`src/rtl/keypad_hex_entry.sv`:
```
// -----------------------------------------------------------------------------
// keypad_hex_entry
//
// Scans a 4x4 active-low matrix keypad one column at a time and debounces the
// key it finds. Each accepted key is shifted into a four-hex-digit entry word,
// which is the same format the seven-segment display driver takes.
//
// Ports:
//   clk          system clock
//   clr          asynchronous active-high reset
//   row[3:0]     keypad rows, active-low, asynchronous to clk
//   col[3:0]     column drive, active-low, exactly one bit low
//   clear_entry  one-cycle request to zero x
//   x[15:0]      entered value, x[3:0] newest digit, x[15:12] oldest
//   key_code[3:0] code of the last accepted key ({row index, column index})
//   key_valid    one-clock pulse when a key is accepted
// -----------------------------------------------------------------------------
module keypad_hex_entry #(
    parameter int SCAN_DIV_BITS  = 18,
    parameter int DEBOUNCE_TICKS = 4
) (
    input  logic        clk,
    input  logic        clr,
    input  logic [3:0]  row,
    output logic [3:0]  col,
    input  logic        clear_entry,
    output logic [15:0] x,
    output logic [3:0]  key_code,
    output logic        key_valid
);

    typedef enum logic [1:0] {
        ST_SCAN     = 2'd0,
        ST_DEBOUNCE = 2'd1,
        ST_HELD     = 2'd2
    } state_t;

    localparam logic [3:0] DEB_TARGET = 4'(DEBOUNCE_TICKS);

    // Row synchronizer
    logic [3:0] r_row_meta;
    logic [3:0] r_row_s;

    always_ff @(posedge clk or posedge clr) begin
        if (clr) begin
            r_row_meta <= 4'hF;
            r_row_s    <= 4'hF;
        end else begin
            r_row_meta <= row;
            r_row_s    <= r_row_meta;
        end
    end

    // Scan prescaler: tick on the all-ones count, wrap is the natural overflow
    logic [SCAN_DIV_BITS-1:0] r_scan_cnt;
    logic                     w_tick;

    always_ff @(posedge clk or posedge clr) begin
        if (clr) begin
            r_scan_cnt <= '0;
        end else begin
            r_scan_cnt <= r_scan_cnt + SCAN_DIV_BITS'(1);
        end
    end

    assign w_tick = &r_scan_cnt;

    // Row decode: exactly one low row bit, and its index
    logic [3:0] w_row_low;
    logic       w_one_low;
    logic [1:0] w_row_idx;

    assign w_row_low = ~r_row_s;
    assign w_one_low = (w_row_low != 4'd0) &&
                       ((w_row_low & (w_row_low - 4'd1)) == 4'd0);

    always_comb begin
        w_row_idx = 2'd0;
        case (w_row_low)
            4'b0001: w_row_idx = 2'd0;
            4'b0010: w_row_idx = 2'd1;
            4'b0100: w_row_idx = 2'd2;
            4'b1000: w_row_idx = 2'd3;
            default: w_row_idx = 2'd0;
        endcase
    end

    // FSM and datapath registers
    state_t      r_state;
    logic [1:0]  r_c;
    logic [1:0]  r_r;
    logic [3:0]  r_pat;
    logic [3:0]  r_deb_cnt;
    logic [15:0] r_x;
    logic [3:0]  r_key_code;
    logic        r_key_valid;

    state_t      w_state_next;
    logic [1:0]  w_c_next;
    logic [1:0]  w_r_next;
    logic [3:0]  w_pat_next;
    logic [3:0]  w_deb_next;
    logic [3:0]  w_deb_inc;
    logic        w_accept;
    logic [3:0]  w_code;
    logic [15:0] w_x_next;
    logic [3:0]  w_key_code_next;

    assign w_deb_inc = r_deb_cnt + 4'd1;
    // Column is frozen from capture to acceptance, so the live column index
    // is the captured one.
    assign w_code    = {r_r, r_c};

    always_ff @(posedge clk or posedge clr) begin
        if (clr) begin
            r_state     <= ST_SCAN;
            r_c         <= 2'd0;
            r_r         <= 2'd0;
            r_pat       <= 4'hF;
            r_deb_cnt   <= 4'd0;
            r_x         <= 16'h0000;
            r_key_code  <= 4'h0;
            r_key_valid <= 1'b0;
        end else begin
            r_state     <= w_state_next;
            r_c         <= w_c_next;
            r_r         <= w_r_next;
            r_pat       <= w_pat_next;
            r_deb_cnt   <= w_deb_next;
            r_x         <= w_x_next;
            r_key_code  <= w_key_code_next;
            r_key_valid <= w_accept;
        end
    end

    always_comb begin
        w_state_next = r_state;
        w_c_next     = r_c;
        w_r_next     = r_r;
        w_pat_next   = r_pat;
        w_deb_next   = r_deb_cnt;
        w_accept     = 1'b0;

        // Ticks are the only FSM event; everything holds between them.
        if (w_tick) begin
            case (r_state)
                ST_SCAN: begin
                    if (w_one_low) begin
                        w_r_next     = w_row_idx;
                        w_pat_next   = r_row_s;
                        w_deb_next   = 4'd1;
                        w_state_next = ST_DEBOUNCE;
                    end else begin
                        w_c_next = r_c + 2'd1;
                    end
                end
                ST_DEBOUNCE: begin
                    if (r_row_s == r_pat) begin
                        if (w_deb_inc == DEB_TARGET) begin
                            w_accept     = 1'b1;
                            w_deb_next   = 4'd0;
                            w_state_next = ST_HELD;
                        end else begin
                            w_deb_next = w_deb_inc;
                        end
                    end else begin
                        w_deb_next   = 4'd0;
                        w_c_next     = r_c + 2'd1;
                        w_state_next = ST_SCAN;
                    end
                end
                ST_HELD: begin
                    // Any low row restarts the release count: no auto-repeat,
                    // extra keys and re-bounce are ignored.
                    if (r_row_s == 4'hF) begin
                        if (w_deb_inc == DEB_TARGET) begin
                            w_deb_next   = 4'd0;
                            w_c_next     = r_c + 2'd1;
                            w_state_next = ST_SCAN;
                        end else begin
                            w_deb_next = w_deb_inc;
                        end
                    end else begin
                        w_deb_next = 4'd0;
                    end
                end
                default: begin
                    w_deb_next   = 4'd0;
                    w_state_next = ST_SCAN;
                end
            endcase
        end
    end

    // Clear has priority over a coincident accept for x only.
    always_comb begin
        w_x_next        = r_x;
        w_key_code_next = r_key_code;
        if (w_accept) begin
            w_key_code_next = w_code;
            w_x_next        = {r_x[11:0], w_code};
        end
        if (clear_entry) begin
            w_x_next = 16'h0000;
        end
    end

    assign col       = ~(4'b0001 << r_c);
    assign x         = r_x;
    assign key_code  = r_key_code;
    assign key_valid = r_key_valid;

endmodule

```
`config.mk`:
```
export PLATFORM = sky130hd
export DESIGN_NAME = keypad_hex_entry
export DESIGN_NICKNAME = d
export VERILOG_FILES = /design/src/rtl/keypad_hex_entry.sv
export SDC_FILE = /design/constraint.sdc
export NUM_CORES = 1
export LEC_CHECK = 0
export BUFFER_PORTS_ARGS = -buffer_cell sky130_fd_sc_hd__buf_2
export CAP_MARGIN = 15
export CELL_PAD_IN_SITES_DETAIL_PLACEMENT = 0
export CELL_PAD_IN_SITES_GLOBAL_PLACEMENT = 2
export CORE_UTILIZATION = 43
export CTS_BUF_LIST = sky130_fd_sc_hd__clkbuf_4
export CTS_CLUSTER_DIAMETER = 30
export CTS_CLUSTER_SIZE = 8
export DETAILED_ROUTE_END_ITERATION = 16
export GPL_ROUTABILITY_DRIVEN = 1
export GPL_TIMING_DRIVEN = 1
export PLACE_DENSITY_LB_ADDON = 0.1
export SYNTH_ARGS = -nofsm -noshare
export SYNTH_HDL_FRONTEND = slang
export SYNTH_SLANG_ARGS = --single-unit
```
`constraint.sdc`:
```
create_clock -name clk -period 3.8 [get_ports clk]
set_input_delay 0.57 -clock clk [delete_from_list [all_inputs] [get_ports clk]]
set_output_delay 0.57 -clock clk [all_outputs]
set_load 0.005 [all_outputs]
```
# Word-level counts from Yosys, hierarchy flattened
# Cells that the tools add are included.
# word_totals
mem_count,0
mem_bits_rw,0
output_inout_bits,25
wordCells,67
latchBits,0
inputBits,7
romBits,0
ff_bits,61
# op_classes
muxes,23
n_addsub,4
magnitude_cmp,0
n_eq_ne,14
n_div,0
shifts,1
n_mul,0
reduce_logical,11
bitwise_logic,3
# op_table
op,count
2-to-1 mux 16 bit,2
AND reduction 23 bit,1
AND reduction 22 bit,1
AND reduction 20 bit,1
AND reduction 19 bit,1
"adder 18 x 1 -> 18 bit, second input constant",1
2-to-1 mux 2 bit,9
case mux 2 bit (3 select lines),3
AND reduction 18 bit,1
2-to-1 mux 4 bit,4
case mux 4 bit (3 select lines),1
"!= test 2 bit, second input constant",5
"equality test 4 x 3 -> 1 bit, second input constant",2
"equality test 4 bit, second input constant",2
inverter 4 bit,2
"adder 4 x 1 -> 4 bit, second input constant",1
bitwise AND 4 bit,1
"equality test 4 x 2 -> 1 bit, second input constant",1
equality test 4 bit,1
zero test 4 bit,1
2-to-1 mux 1 bit,4
nonzero test 4 bit,1
"left shift 1 x 2 -> 4 bit, first input constant",1
"subtractor 4 x 1 -> 4 bit, second input constant",1
other kinds (8),8

# Depth between registers and ports, before layout
# depth
depth_word,8
ltp_mapped,8

# Least setup slack after synthesis
# No wires, ideal clock.
# synth_path
kind,register -> register
from,register r_deb_cnt[0]
to,register r_c[1]
n_path_buf,0
arrival_time_ns,1.747
stages_incl_launch_ff,7
path_slack_ns,1.928
setup_time_ns,0.125
path_cell_list,dfrtp_1 > ha_1 > nand2b_1 > o211ai_1 > a41oi_1 > nor3_2 > mux2_2
# synth_via
elab_chain_cells,4
# synth_lines
item,line,text
from (decl),93,logic [3:0] r_deb_cnt;
from (signal assigned),129,r_deb_cnt <= w_deb_next;
adder 4 x 1 -> 4 bit,109,assign w_deb_inc = r_deb_cnt + 4'd1;
equality test 4 x 3 -> 1 bit,176,if (w_deb_inc == DEB_TARGET) begin
!= test 2 bit (no source line),-,
AND reduction 23 bit (no source line),-,
to (signal assigned),126,r_c <= w_c_next;
to (decl),90,logic [1:0] r_c;
# Every way passes these cells.
# A chain may end at the register's enable or synchronous reset.

# Worst setup path after layout
# layout_path
from,register r_row_s[3]
to,register r_key_code[1] (netlist: key_code[1])
# layout_via
elab_chain_cells,4
# layout_lines
item,line,text
from (decl),42,logic [3:0] r_row_s;
from (signal assigned),50,r_row_s <= r_row_meta;
equality test 4 bit,158,if (r_row_s == r_pat) begin
2-to-1 mux 1 bit,158,
2-to-1 mux 1 bit,146,case (r_state)
2-to-1 mux 1 bit,145,if (w_tick) begin
named net w_accept,104,logic w_accept;
to (signal assigned),131,r_key_code <= w_key_code_next;
to (decl),95,logic [3:0] r_key_code;
# The timed path passes the listed nets, and every way through them passes these cells.

==> flow_summary.toml <==
[sta]
whs_ps = 270
setup_violations = 0
worst_pin_slew_ps = 794
fin_skew_ps = 18.5
tns_ps = 0
max_freq_mhz = 421
min_period_over_period = 0.625
max-slew-margin-rel = 0.470
slew_violations = 0
rsz0062_at_grt = "no"
min_period_ps = 2370
hold_viol = 0

[clock_network]
cts_tree = "built"
cts_resized = 0
postCtsSetupBuffers = 0
cts.htree.levels = 3
postCtsHoldBufs = 0
clockBufferDepth = 2
clk_pin_slew_ps = 100
clk_latency_ps = 400
cts-root-buf = "clkbuf_4"
cts_made_buffers = 9
cts.sinks = 61

[placement]
routabilityCongestion = 0.746
dp_hpwl_um = 3660
port_buffers = 31

[worst_setup_path]
endpoint_kind = "flip-flop"
required_ps = 4070
reg2regPathDepth = 5
critical_path_class = "flip-flop to flip-flop"
crit_fanout = 17
start_kind = "flip-flop"
worstPathArrival_ps = 2640

[power]
p_leak_nw = 1.47
p_per_area_nw_per_um2 = 354
ir_worst_vdd_uv = 225

[worst_hold_path]
hp-class = "primary input to flip-flop"
holdPathStages = 1

[die]
initial_core_util = 0.447
rows = 29
io_pins = 32
coreArea_um2 = 6390
die_h_um = 83.5
die-area_um2 = 6970
die_w_um = 83.5

[job]
max-cap-violations = 0

[synth]
synth_cells = 261
synthDistinctLibCells = 39
netlist.area_leader.share = 0.429
synth_enable_flop_cells = 0
ys_warn_count = 0
synth_top_area_cell = "dfrtp_1"
synthTopCellsByCount = "49 x dfrtp_1, 26 x o21ai_0, 20 x nand4_1"
synth-seq-area-share = 0.540
synth_area_um2 = 2860
synth_most_common_cell = "dfrtp_1"
synthArstFlopShare = 1.00
yosys-top-cells-area = "dfrtp_1 43%, dfstp_2 11%, xnor2_1 5.2%, o21ai_0 4.6%, nand4_1 4.4%"
syn-mean-instance-area_um2 = 10.9
syn-num-nets = 275
synthFlopType = "dfrtp_1"
yosys_register_bits = 61

[layout]
area_growth_pct = 11.6
finalNetCount = 304
antenna_cells = 0
fillers = 607
drive_gt1_frac = 0.254

[grt]
grt_pass1_wl_um = 9290
antenna_found_initial = 0
grt_max_degree = 39
track_usage = 0.169
grt_overflow = 0
grt_pass1_vias = 1997

[routing]
wl_um = 5480
ant_nets = 0
wire_per_inst_um = 14.7
drt_iter0_markers = 94
drt-pass1-iter-count = 6
vias = 2009
routed_via_density = 5.40
drc_errors = 0

[status]
status = "finished clean"
metrics by stage:
step | area (µm²) | utilization | worst slack [ps] | power, mW | std cells
after floorplan | 2860 | - | 1740 | 0.697 | 261
after global placement | 3050 | 0.478 | 1410 | 0.706 | 356
after detailed placement | 3050 | 0.478 | 1380 | 0.707 | 356
after CTS | 3190 | 0.499 | 1370 | 1.15 | 372
after global routing | 3190 | 0.499 | 1130 | 1.18 | 372
final | 3190 | 0.499 | 1430 | 1.13 | 372
worst max-delay path, stage by stage (launching register included):
cell and delay (ps):
dfstp_2 600, xnor2_1 150, nand4_1 210, nand4bb_1 650, nor2_1 520, o21ai_0 130
metal layers:
layer / global-route usage / vias to the layer above / part of all wire
li1: - / 989 / -
met1: 0.217 / 979 / 0.48
met2: 0.269 / 31 / 0.47
met3: 0.0396 / 10 / 0.033
met4: 0.0878 / 0 / 0.019
met5: 0 / - / 0
power breakdown:
group	switching, mW	internal, mW	leakage (nW)	total, mW
clock	0.225	0.211	0.0743	0.436
sequential	0.00446	0.657	0.796	0.661
combinational	0.0223	0.00907	0.597	0.0313
final cells by class:
cell class,count,area (µm²),share of cell area
Sequential cell,61,1540,0.484
Multi-Input combinational cell,170,1190,0.373
Timing Repair Buffer,33,170,0.0534
Tap cell,77,96.3,0.0302
Clock buffer,11,82.6,0.0259
Inverter,15,56.3,0.0177
Clock inverter,5,51.3,0.0161
layout by cell type (no fill, tap or decap), drive strengths merged:
cell,count
a211o,1
a21oi,17
a31o,1
a41oi,1
and2,1
and3,7
and4,6
buf,33
bufinv,1
clkbuf,11
clkinv,3
clkinvlp,1
dfrtp,49
dfstp,12
ha,7
inv,15
mux2,6
nand2,15
nand2b,4
nand3,11
nand3b,1
nand4,21
nand4bb,1
nor2,7
nor3,2
o211ai,1
o21a,1
o21ai,26
o221a,1
o22a,1
o22ai,2
o311ai,1
o32a,1
or4b,2
xnor2,17
xor2,8
registers in the layout, indices dropped and copies added (netlist names):
signal and flops:
r_r 2, key_valid 1, r_deb_cnt 4, r_row_s 4, r_pat 4, key_code 4, r_c 2, x 16
r_scan_cnt 18, r_state 2, r_row_meta 4
final timing paths:
check | start | endpoint | slack (ps)
min in group asynchronous | clr | x[15]$_DFFE_PP0P_ | 310
setup reg to reg | r_row_s[3]$_DFF_PP1_ | key_code[1]$_DFFE_PP0P_ | 1430
setup / recovery | r_row_s[3]$_DFF_PP1_ | key_code[1]$_DFFE_PP0P_ | 1430
hold / removal | row[2] | r_row_meta[2]$_DFF_PP1_ | 270
max in group asynchronous | clr | r_row_s[0]$_DFF_PP1_ | 2600
hold reg to reg | r_row_meta[3]$_DFF_PP1_ | r_row_s[3]$_DFF_PP1_ | 360
cell families after synthesis:
logic type	Yosys count	synth area share
AOI/OAI and AO/OA	54	0.116
xor gates and xnor gates	25	0.0767
adders and majority gates	7	0.0307
buffers and inverters	30	0.0438
DFF	61	0.540
muxes	6	0.0237
and+or+nand+nor	78	0.170
No activity file was read; power rests on OpenSTA's default activity.
